### src/rtl/key_event_capture_8_if.sv
// key_event_capture_8_if: raw request lines in, one-hot event word with valid/ready handshake out
interface key_event_capture_8_if;
  logic [7:0] req;
  logic [7:0] o;
  logic valid;
  logic ready;
  logic overflow;
  modport master (input req, ready, output o, valid, overflow);
  modport slave (output req, ready, input o, valid, overflow);
endinterface

### src/rtl/key_event_capture_8.sv
// key_event_capture_8: synchronize and debounce eight request lines, queue each rising edge as a pending event,
// and issue pending events one at a time as a registered one-hot word, highest channel first
module key_event_capture_8 #(
  parameter int DEBOUNCE_CYCLES = 4
) (
  input logic clk,
  input logic rst_n,
  key_event_capture_8_if.master bus
);
  logic [7:0] sync1_q, sync2_q, stable_q, stable_d, pending_q, pending_d, o_q, o_d;
  logic [7:0] rise, sel, grant;
  logic [7:0][7:0] cnt_q, cnt_d;
  logic valid_q, valid_d, overflow_q, overflow_d, free;
  always_comb begin
    stable_d = stable_q;
    cnt_d = cnt_q;
    for (int j = 0; j < 8; j++) begin
      if (sync2_q[j] == stable_q[j]) cnt_d[j] = '0;
      else if (cnt_q[j] == 8'(DEBOUNCE_CYCLES - 1)) begin
        stable_d[j] = ~stable_q[j];
        cnt_d[j] = '0;
      end else cnt_d[j] = cnt_q[j] + 8'd1;
    end
  end
  always_comb begin
    sel = '0;
    for (int j = 0; j < 8; j++) if (pending_q[j]) sel = 8'd1 << j;
    rise = stable_d & ~stable_q;
    free = ~valid_q | bus.ready;
    grant = free ? sel : '0;
    // a rise on the channel being granted this edge re-arms it instead of overflowing
    pending_d = (pending_q & ~grant) | rise;
    overflow_d = overflow_q | (|(rise & pending_q & ~grant));
    o_d = free ? sel : o_q;
    valid_d = free ? |pending_q : valid_q;
  end
  always_ff @(posedge clk or negedge rst_n) begin
    if (!rst_n) begin
      sync1_q <= '0;
      sync2_q <= '0;
      stable_q <= '0;
      cnt_q <= '0;
      pending_q <= '0;
      o_q <= '0;
      valid_q <= 1'b0;
      overflow_q <= 1'b0;
    end else begin
      sync1_q <= bus.req;
      sync2_q <= sync1_q;
      stable_q <= stable_d;
      cnt_q <= cnt_d;
      pending_q <= pending_d;
      o_q <= o_d;
      valid_q <= valid_d;
      overflow_q <= overflow_d;
    end
  end
  assign bus.o = o_q;
  assign bus.valid = valid_q;
  assign bus.overflow = overflow_q;
endmodule

### src/flat_wrapper.sv
// flat-port wrapper written by rule: the top's interface ports become plain ports
module key_event_capture_8_flat 
#(
  parameter int DEBOUNCE_CYCLES = 4
)
  (clk, rst_n, bus_req, bus_ready, bus_o, bus_valid, bus_overflow);
  key_event_capture_8_if bus_i ();
  input logic clk;
  input logic rst_n;
  input wire logic [$bits(bus_i.req)-1:0] bus_req;
  input wire logic [$bits(bus_i.ready)-1:0] bus_ready;
  output wire logic [$bits(bus_i.o)-1:0] bus_o;
  output wire logic [$bits(bus_i.valid)-1:0] bus_valid;
  output wire logic [$bits(bus_i.overflow)-1:0] bus_overflow;
  assign bus_i.req = bus_req;
  assign bus_i.ready = bus_ready;
  assign bus_o = bus_i.o;
  assign bus_valid = bus_i.valid;
  assign bus_overflow = bus_i.overflow;
  key_event_capture_8 #(.DEBOUNCE_CYCLES(DEBOUNCE_CYCLES)) u_core (.clk(clk), .rst_n(rst_n), .bus(bus_i));
endmodule
### config.mk
export PLATFORM = sky130hd
export DESIGN_NAME = key_event_capture_8_flat
export DESIGN_NICKNAME = d
export VERILOG_FILES = /design/src/rtl/key_event_capture_8_if.sv /design/src/rtl/key_event_capture_8.sv /design/src/flat_wrapper.sv
export SDC_FILE = /design/constraint.sdc
export NUM_CORES = 1
export LEC_CHECK = 0
export ABC_CLOCK_PERIOD_IN_PS = 3220
export CORE_MARGIN = 5
export CORE_UTILIZATION = 64
export CTS_CLUSTER_DIAMETER = 200
export DETAILED_ROUTE_END_ITERATION = 8
export PLACE_DENSITY = 0.8
export RECOVER_POWER = 25
export SKIP_LAST_GASP = 1
export SYNTH_ARGS = -nofsm -noshare
export SYNTH_HDL_FRONTEND = slang
export SYNTH_SLANG_ARGS = --single-unit
### constraint.sdc
create_clock -name clk -period 3.22 [get_ports clk]
set_input_delay 0.322 -clock clk [delete_from_list [all_inputs] [get_ports clk]]
set_output_delay 0.322 -clock clk [all_outputs]
set_load 0.02 [all_outputs]
==> key figures <==
Timing
  • Final Slew Violations: 65
  • Relative slew slack: -3.46%
  • Worst Tran Pin Value: 1.55 ns
  • Hold Fails Final Rpt: 0
  • Setup violators final: 0
  • Min Clock Period, post-route: 1.93 ns
  • Clock skew: 0.0143 ns
  • Fin Setup TNS: 0 ns
  • RSZ-0062 raised after global routing: false
  • Fin crit share: ~60%
  • Max Clock Freq: between 500 and 600 MHz

Global routing
  • Gr usage total: between 15 and 20%
  • GR Overflow Total: 0
  • First-pass GRT wire length: 13300 µm
  • Vias in the first global route: 2902
  • Largest net degree at the start of global routing: between 60 and 70
  • Number of antenna violations at the first check in global routing: 0

Yosys
  • Main flop type after synthesis: dfrtp_1
  • Async S/R FF share, synth: between 90% and 100%
  • Mux contribution to synthesized area: under 10%
  • Synth Area in Compound Gates: approximately 3.0%
  • Syn Area/Cell: about 11 µm²
  • Yosys reg bits: 106
  • Post-synthesis cell type count: 36
  • Post-Synth Adder-Cell Area: 2.25%
  • Synthesized instance count: 393
  • Post-synth EDFFs: 0
  • Synthesized Nets: ~410
  • Largest family of logic cells by synthesized area: simple AND/OR/NAND/NOR gates
  • Synth Area in Simple Gates: a little over a fifth
  • Post-Syn Area: approximately 0.0044 mm²
  • Xor/xnor cell area share of the yosys netlist: 10.8%
  • Seq/Total Area, Yosys: between 50 and 60%
  • YS warnings: 0

CTS
  • Postcts setup bufs: 0
  • Worst-path clk slew: 0.10 ns
  • Num CTS Buffers: 9
  • CTS tree: built
  • H-tree levels: 3
  • Clk_lat worst skew: between 0.3 and 0.4 ns
  • Cts hold-fix bufs: 0
  • Clock sinks: roughly 110
  • CTS max path bufs: 2
  • CTS resizes: 0
  • Clock root cell: clkbuf_8

Placement
  • Routability congestion estimate: approximately 0.79
  • DP HPWL: between 5000 and 6000 µm
  • Inst Count DP: around 510
  • PortBufs: 20

Critical path
  • Crit end category: flop
  • Largest fanout on the critical path: 5
  • Startpoint Class: flop
  • Worst path required time: between 3 and 4 ns
  • Critical Path AT: ~2.2 ns
  • CP Class: flop to flop

Floorplanning
  • Die footprint: slightly below 0.009 mm²
  • Initial Utilization: between 60% and 70%
  • IO Pins: 21
  • Core ar.: roughly 0.0068 mm²
  • Num rows: 30
  • Die Ht: between 90 and 100 µm
  • Die W: 93.3 µm

Drt
  • Routed Antenna Nets: 0
  • DRC viols: 0
  • DR pass1 iterations: 4
  • Post-Route WL: 7440 µm
  • Avg WL per Cell: between 10 and 15 µm
  • Routed vias/inst: ~5.5
  • 1st-iter DRT viols: roughly 110
  • Via count: slightly below 3000

Pwr
  • Worst vdd ir: 0.391 mV
  • Leakage: about 2.3 nW
  • PwrDens: around 660 mW/mm²

Flow run
  • Max Cap Violations: 1

Layout
  • Most frequent cells in the layout: 106 x dfrtp_1, 59 x nor2_1, 39 x xor2_1, 34 x nand3_1, 23 x nand2_1
  • Final Util: between 70% and 80%
  • Inserted Diodes: 0
  • Fraction of layout instances using a drive strength above 1: roughly 7.7%
  • # fillers: approximately 480
  • Final net count: approximately 440
  • Area grow syn2layout: 12.2%
  • Fin cells: 524
  • Most common cell after layout, fill and taps aside: dfrtp_1

Status
  • Status: finished, violations left
  • Violated checks: max-capacitance violations, max-slew violations

Hold path
  • HP Class: input pin to async pin
-- critical path, cell delays in order, from the launching register on --
cell and delay (ns):
dfrtp_1 0.42, ha_1 0.26, nor3b_1 0.25, nand2_1 0.17, or4b_2 0.67, nand4_1 0.11
-- worst paths after layout --
kind	startpoint	endpoint	slack, ns	cells after the start
hold reg to reg	u_core.sync1_q[1]	u_core.sync2_q[1]	0.36	0
max in group asynchronous	rst_n	u_core.cnt_q[11]	1.96	1
hold / removal	rst_n	u_core.sync2_q[6]	0.33	1
setup / recovery	u_core.cnt_q[8]	u_core.bus.overflow	1.29	5
setup reg to reg	u_core.cnt_q[8]	u_core.bus.overflow	1.29	5
min in group clk	u_core.sync1_q[1]	u_core.sync2_q[1]	0.36	0
-- state kept, by name, summed over array words and instances, names as in the netlist --
| signal | cells |
|---|---|
| u_core.pending_q | 8 |
| u_core.cnt_q | 64 |
| u_core.stable_q | 8 |
| u_core.sync1_q | 8 |
| u_core.bus.valid | 1 |
| u_core.bus.overflow | 1 |
| u_core.bus.o | 8 |
| u_core.sync2_q | 8 |
-- metal layers --
metal	share of wire, %	vias to the layer above	global-route usage [%]	wire length [µm]
li1	-	1400	-	-
met1	44	1422	24.6	3270
met2	51	50	32.9	3810
met3	3.3	17	5.07	242
met4	1.5	0	6.84	114
met5	0	-	0	0
-- cell families (layout without fill, tap and decap cells) --
group / after synthesis / in the layout
fa+ha+maj: 8 / 8
xor+xnor: 55 / 55
simple gates: 187 / 187
compound gates: 21 / 21
flops: 106 / 106
buf+inv: 7 / 42
mux: 9 / 9
-- layout make-up --
cell class	instances	area [µm²]	share of cell area, %
multi-input cells	280	1760	35.4
clock inverters	5	61.3	1.23
inverters	4	15.0	0.301
repair buffers	22	223	4.47
flip-flops and latches	106	2650	53.2
well taps	96	120	2.41
clock buffers	11	151	3.04
-- power by group --
group	leakage, nW	total (mW)	internal, mW	switching [mW]
Combinational	0.798	0.720	0.320	0.399
Clock	0.110	0.849	0.406	0.442
Sequential	1.40	1.74	1.53	0.204
-- Yosys cell counts (3+ instances only) --
| cell type | n | area, µm² |
|---|---|---|
| a22o_1 | 3 | 26.3 |
| and2_1 | 5 | 31.3 |
| and3_1 | 21 | 131 |
| dfrtp_1 | 106 | 2650 |
| ha_1 | 8 | 100 |
| inv_1 | 4 | 15.0 |
| mux2_2 | 9 | 101 |
| nand2_1 | 23 | 86.3 |
| nand2b_1 | 14 | 87.6 |
| nand3_1 | 34 | 170 |
| nor2_1 | 59 | 221 |
| nor3_1 | 6 | 30.0 |
| nor3b_1 | 3 | 22.5 |
| nor4_1 | 6 | 37.5 |
| o21ai_0 | 12 | 60.1 |
| xnor2_1 | 16 | 140 |
| xor2_1 | 39 | 342 |
-- metrics by stage --
step / instance area, µm² / hold slack [ns] / power, mW / worst slack, ns
floorplan: 4440 / 0.0264 / 2.23 / 1.36
global placement: 4780 / 0.333 / 2.44 / 1.01
detailed placement: 4780 / 0.337 / 2.48 / 0.974
CTS: 4990 / 0.0594 / 3.33 / 1.26
global route: 4990 / 0.366 / 3.52 / 1.18
finish: 4990 / 0.327 / 3.31 / 1.29
No activity file was read; power rests on OpenSTA's default activity.
